$ cat config.mk
export PLATFORM = sky130hd
export DESIGN_NAME = wbu_tx_arb
export DESIGN_NICKNAME = d
export VERILOG_FILES = /design/src/rtl/wbu_pkg.sv /design/src/rtl/wbu_tx_arb.sv
export SDC_FILE = /design/constraint.sdc
export NUM_CORES = 1
export LEC_CHECK = 0
export BUFFER_PORTS_ARGS = -buffer_cell sky130_fd_sc_hd__buf_2
export CAP_MARGIN = 20
export CORE_MARGIN = 2
export CORE_UTILIZATION = 50
export DETAILED_ROUTE_END_ITERATION = 8
export GPL_ROUTABILITY_DRIVEN = 0
export GPL_TIMING_DRIVEN = 0
export MAX_ROUTING_LAYER = met4
export PLACE_DENSITY = 0.66
export SLEW_MARGIN = 40
export SYNTH_ARGS = -nofsm -noshare
export SYNTH_HDL_FRONTEND = slang
export SYNTH_SLANG_ARGS = --single-unit
$ cat constraint.sdc
create_clock -name i_clk -period 6 [get_ports i_clk]
set_input_delay 0.3 -clock i_clk [delete_from_list [all_inputs] [get_ports i_clk]]
set_output_delay 0.3 -clock i_clk [all_outputs]
set_load 0.01 [all_outputs]
$ cat src/rtl/wbu_pkg.sv
// Shared codeword constants and arbiter state encoding
// for the debug-bus transmit path.
package wbu_pkg;

  localparam logic [6:0] NL_CODE   = 7'h40;
  localparam logic [6:0] INT_CODE  = 7'h3E;
  localparam logic [6:0] IDLE_CODE = 7'h3F;

  typedef enum logic [2:0] {
    IDLE,
    PKT,
    NL,
    INT,
    INTNL,
    KEEP
  } state_t;

endpackage

$ cat src/rtl/wbu_tx_arb.sv
// Merges response packets, interrupt notices and keep-alive
// words into one codeword stream toward the encoder.
module wbu_tx_arb
  import wbu_pkg::*;
#(
  parameter int LGIDLE = 20
) (
  input  logic       i_clk,
  input  logic       i_reset,
  input  logic       i_stb,
  input  logic [6:0] i_bits,
  input  logic       i_last,
  output logic       o_busy,
  input  logic       i_int,
  output logic       o_stb,
  output logic [6:0] o_bits,
  input  logic       i_busy
);

  state_t            state_q, state_d;
  logic              stb_q, stb_d;
  logic [6:0]        bits_q, bits_d;
  logic              pend_q, pend_d;
  logic              nl_q, nl_d;
  logic [LGIDLE-1:0] idle_q, idle_d;

  logic int_now;
  logic accept;
  logic xfer;
  logic open_st;

  assign int_now = pend_q | i_int;
  assign open_st = (state_q == IDLE) | (state_q == PKT);
  // A pending interrupt in IDLE wins over the source, so stall it
  assign o_busy  = stb_q | ~open_st
                 | ((state_q == IDLE) & int_now);
  assign accept  = i_stb & ~o_busy;
  assign xfer    = stb_q & ~i_busy;
  assign o_stb   = stb_q;
  assign o_bits  = bits_q;

  always_comb begin
    state_d = state_q;
    stb_d   = stb_q;
    bits_d  = bits_q;
    nl_d    = nl_q;
    idle_d  = idle_q;
    pend_d  = i_int
            | (pend_q & ~((state_q == INT) & xfer));

    if (xfer | accept)
      idle_d = '0;
    else if ((state_q == IDLE) & ~stb_q
             & ~int_now & ~(&idle_q))
      idle_d = idle_q + LGIDLE'(1);

    unique case (state_q)
      IDLE: begin
        if (int_now) begin
          state_d = INT;
          stb_d   = 1'b1;
          bits_d  = INT_CODE;
        end else if (accept) begin
          state_d = i_last ? NL : PKT;
          stb_d   = 1'b1;
          bits_d  = i_bits;
          nl_d    = 1'b0;
        end else if (&idle_q) begin
          state_d = KEEP;
          stb_d   = 1'b1;
          bits_d  = IDLE_CODE;
        end
      end
      PKT: begin
        if (xfer)
          stb_d = 1'b0;
        if (accept) begin
          stb_d  = 1'b1;
          bits_d = i_bits;
          nl_d   = 1'b0;
          if (i_last)
            state_d = NL;
        end
      end
      NL: begin
        // nl_q marks that the trailing newline is now on o_bits
        if (xfer) begin
          if (nl_q) begin
            state_d = IDLE;
            stb_d   = 1'b0;
            nl_d    = 1'b0;
          end else begin
            bits_d = NL_CODE;
            nl_d   = 1'b1;
          end
        end
      end
      INT: begin
        if (xfer) begin
          state_d = INTNL;
          bits_d  = NL_CODE;
        end
      end
      INTNL, KEEP: begin
        if (xfer) begin
          state_d = IDLE;
          stb_d   = 1'b0;
        end
      end
      default: state_d = IDLE;
    endcase
  end

  always_ff @(posedge i_clk) begin
    if (i_reset) begin
      state_q <= IDLE;
      stb_q   <= 1'b0;
      bits_q  <= 7'h00;
      pend_q  <= 1'b0;
      nl_q    <= 1'b0;
      idle_q  <= '0;
    end else begin
      state_q <= state_d;
      stb_q   <= stb_d;
      bits_q  <= bits_d;
      pend_q  <= pend_d;
      nl_q    <= nl_d;
      idle_q  <= idle_d;
    end
  end

endmodule

==> flow_metrics.tcl <==
set metrics [dict create \
    crit_family "buffers and inverters" \
    vdd_ir_drop_max_mv 0.2140 \
    synth_flop_cell "dfxtp_1" \
    ant_nets 0 \
    crit_type "reg2reg" \
    ys_seq_area_frac 0.3497 \
    cts_resized 0 \
    clock_latency_ps 280 \
    final_cell_area_mm2 0.002141 \
    ctsHoldBuffers 0 \
    synth_top_area_frac 0.3497 \
    whs_ps 312.0 \
    io_buffers 21 \
    initial_core_util 0.5200 \
    clk_pin_slew_ps 60 \
    synth-seq-cells 33 \
    numCtsBuffers 5 \
    outcome "finished, final reports clean" \
    synth_area_leader_cell "dfxtp_1" \
    rsz0062_at_grt "false" \
    track_usage 0.2307 \
    fin_nets 272 \
    grt_overflow 0 \
    cp-start-kind "register" \
    p_leak_nw 0.7396 \
    cpPeakStageDelay_ps 410 \
    path_buf_inv 3 \
    antenna_found_initial 0 \
    cts_root_buf "clkbuf_8" \
    pwr_density_cell_mw_per_mm2 383.3 \
    avgSynthCellArea_um2 8.214 \
    coreArea_mm2 0.003633 \
    drive_above_1_share 0.1744 \
    finalHoldViolations 0 \
    diodes 0 \
    crit_arrival_ps 2460 \
    htree_levels 2 \
    synthTopCellsByArea "dfxtp_1, a21oi_1, xnor2_1, nor2_1, nor3_1" \
    vias 1758 \
    grt_pass1_vias 1650 \
    finalCritPeriodShare 0.3823 \
    syn_area_mm2 0.001889 \
    cap_violations 0 \
    io-pin-count 22 \
    fmax_ghz 0.4360 \
    dr.pass1.iters 4 \
    fin_crit_ps 2294 \
    wl_per_cell_um 14.18 \
    setup_violations 0 \
    dp_hpwl_mm 3.120 \
    drtIter0Drc 105 \
    critPathSlowestCell "o21ai_0" \
    crit_chain "clkbuf_1 -> nor2_1 -> nand2_1 -> o21ai_0 -> clkbuf_1 -> buf_2 -> nor2_1" \
    cp-end-kind "register" \
    drc 0 \
    area_delta_synth_final_pct 13.31 \
    synthesis.nets 244 \
    cts_tree "built" \
    max_slew.worst_pin.slew_ps 606.2 \
    grt_max_degree 11 \
    numClockSinks 33 \
    synth-edff-count 0 \
    routed_wl_mm 4.338 \
    fin_tns_setup_ps 0 \
    fp.dieW_um 65.47 \
    slew_violations 0 \
    synthCells 230 \
    yosys_warnings 0 \
    maxSlewHeadroom 0.5959 \
    rows 22 \
    finClkSkew_ps 4.053 \
    holdCritPathClass "in2reg" \
    die_h_um 65.47 \
    async_reset_ff_frac 0 \
    grt_pass1_wl_mm 7.445 \
    place_area_mm2 0.002054 \
    n_fill_cell 374 \
    cp.required_ps 6170 \
    synth_cell_types 55 \
    cts_setup_buffers 0 \
    crit_fanout 10 \
    dieArea_mm2 0.004286 \
    clk_path_buf_depth 2 \
    avgViaCountPerCell 5.745 \
]
## synthesized netlist by cell type, types with 2 or more instances
cell type,instances
dfxtp_1,33
nor3_1,12
xor2_1,2
nor2_1,25
a2111oi_0,3
clkbuf_1,6
mux2i_1,4
or4_1,4
nand2b_1,4
nor2b_1,3
or3_1,2
a21oi_1,20
o21ai_0,11
nand3_1,10
inv_1,12
nand2_1,14
nand4_1,5
o31ai_1,5
a31oi_1,2
a211oi_1,5
xnor2_1,11
nand3b_1,2
nor3_2,2
a31o_2,2
## where the power goes
part	leakage, nW	switching [W]	internal, W
Sequential	0.269	0.0000303	0.000258
Combinational	0.426	0.000224	0.000140
Clock	0.0443	0.0000776	0.0000910
## cells by family (layout without fill, tap and decap cells)
family,after synthesis,count (layout),share of synthesized area
AND/OR/NAND/NOR,98,98,0.2947
AO/OA/AOI/OAI,59,59,0.2172
flip-flops,33,33,0.3497
buffers and inverters,22,50,0.05033
XOR/XNOR,13,13,0.06027
multiplexers,4,4,0.02119
adder cells (fa/ha/maj),1,1,0.006621
## state kept, by name, summed over array words and instances (netlist names)
name	count
pend_q	1
idle_q	20
o_stb	1
nl_q	1
o_bits	7
state_q	3
## final timing paths
path,startpoint,end,slack (ps),cells after the start
max,state_q[1]$_SDFFE_PP0P_,idle_q[7]$_SDFFE_PP0P_,3710,7
min,i_reset,o_stb$_SDFFE_PP0P_,310,2
max reg2reg,state_q[1]$_SDFFE_PP0P_,idle_q[7]$_SDFFE_PP0P_,3710,7
min reg2reg,o_bits[6]$_SDFFE_PP0P_,o_bits[6]$_SDFFE_PP0P_,480,2
## worst register-to-register path: cells and delay by family (launching register included)
family / cells / cell delay, ps
buffers and inverters: 3 / 940
flip-flops: 1 / 320
AO/OA/AOI/OAI: 1 / 410
AND/OR/NAND/NOR: 3 / 510
## through the flow
stage / power, W / utilization / worst slack, ps / cells
finish: 0.0008205 / 0.5892 / 3706 / 306
global route: 0.0008889 / 0.5892 / 3529 / 306
CTS: 0.0008297 / 0.5892 / 3716 / 306
detailed placement: 0.0006556 / 0.5654 / 3732 / 299
global placement: 0.0006536 / 0.5654 / 3737 / 299
floorplan: 0.0005555 / - / 4084 / 230
## cells in the final DEF (no fill, tap or decap), types with 2 or more instances in the layout
cell type  count
nand2_1       14
a21oi_1       20
inv_1         12
dfxtp_1       33
mux2i_1        4
nand2b_1       4
buf_2         22
a211oi_1       5
nor3_1        12
xor2_1         2
clkbuf_8       6
or4_1          4
nand3b_1       2
nand3_1       10
a31o_2         2
xnor2_1       11
nor2_1        25
or3_1          2
nor3_2         2
o21ai_0       11
nor2b_1        3
nand4_1        5
a31oi_1        2
a2111oi_0      3
o31ai_1        5
clkbuf_1       7
## layer usage
layer,global-route usage,vias to the layer above,share of wire
li1,-,891,-
met1,0.2767,821,0.47
met2,0.3865,39,0.48
met3,0.04795,7,0.038
met4,0.07813,0,0.015
met5,-,-,0
## area by class of cell
type	instances	area, µm²	area share
Multi-Input combinational cell	175	1134	0.5295
Buffer	10	50.05	0.02338
Timing Repair Buffer	21	105.1	0.04909
Tap cell	48	60.06	0.02805
Sequential cell	33	660.6	0.3086
Clock buffer	7	86.33	0.04033
Inverter	12	45.04	0.02104
(Power assumes the default switching activity.)
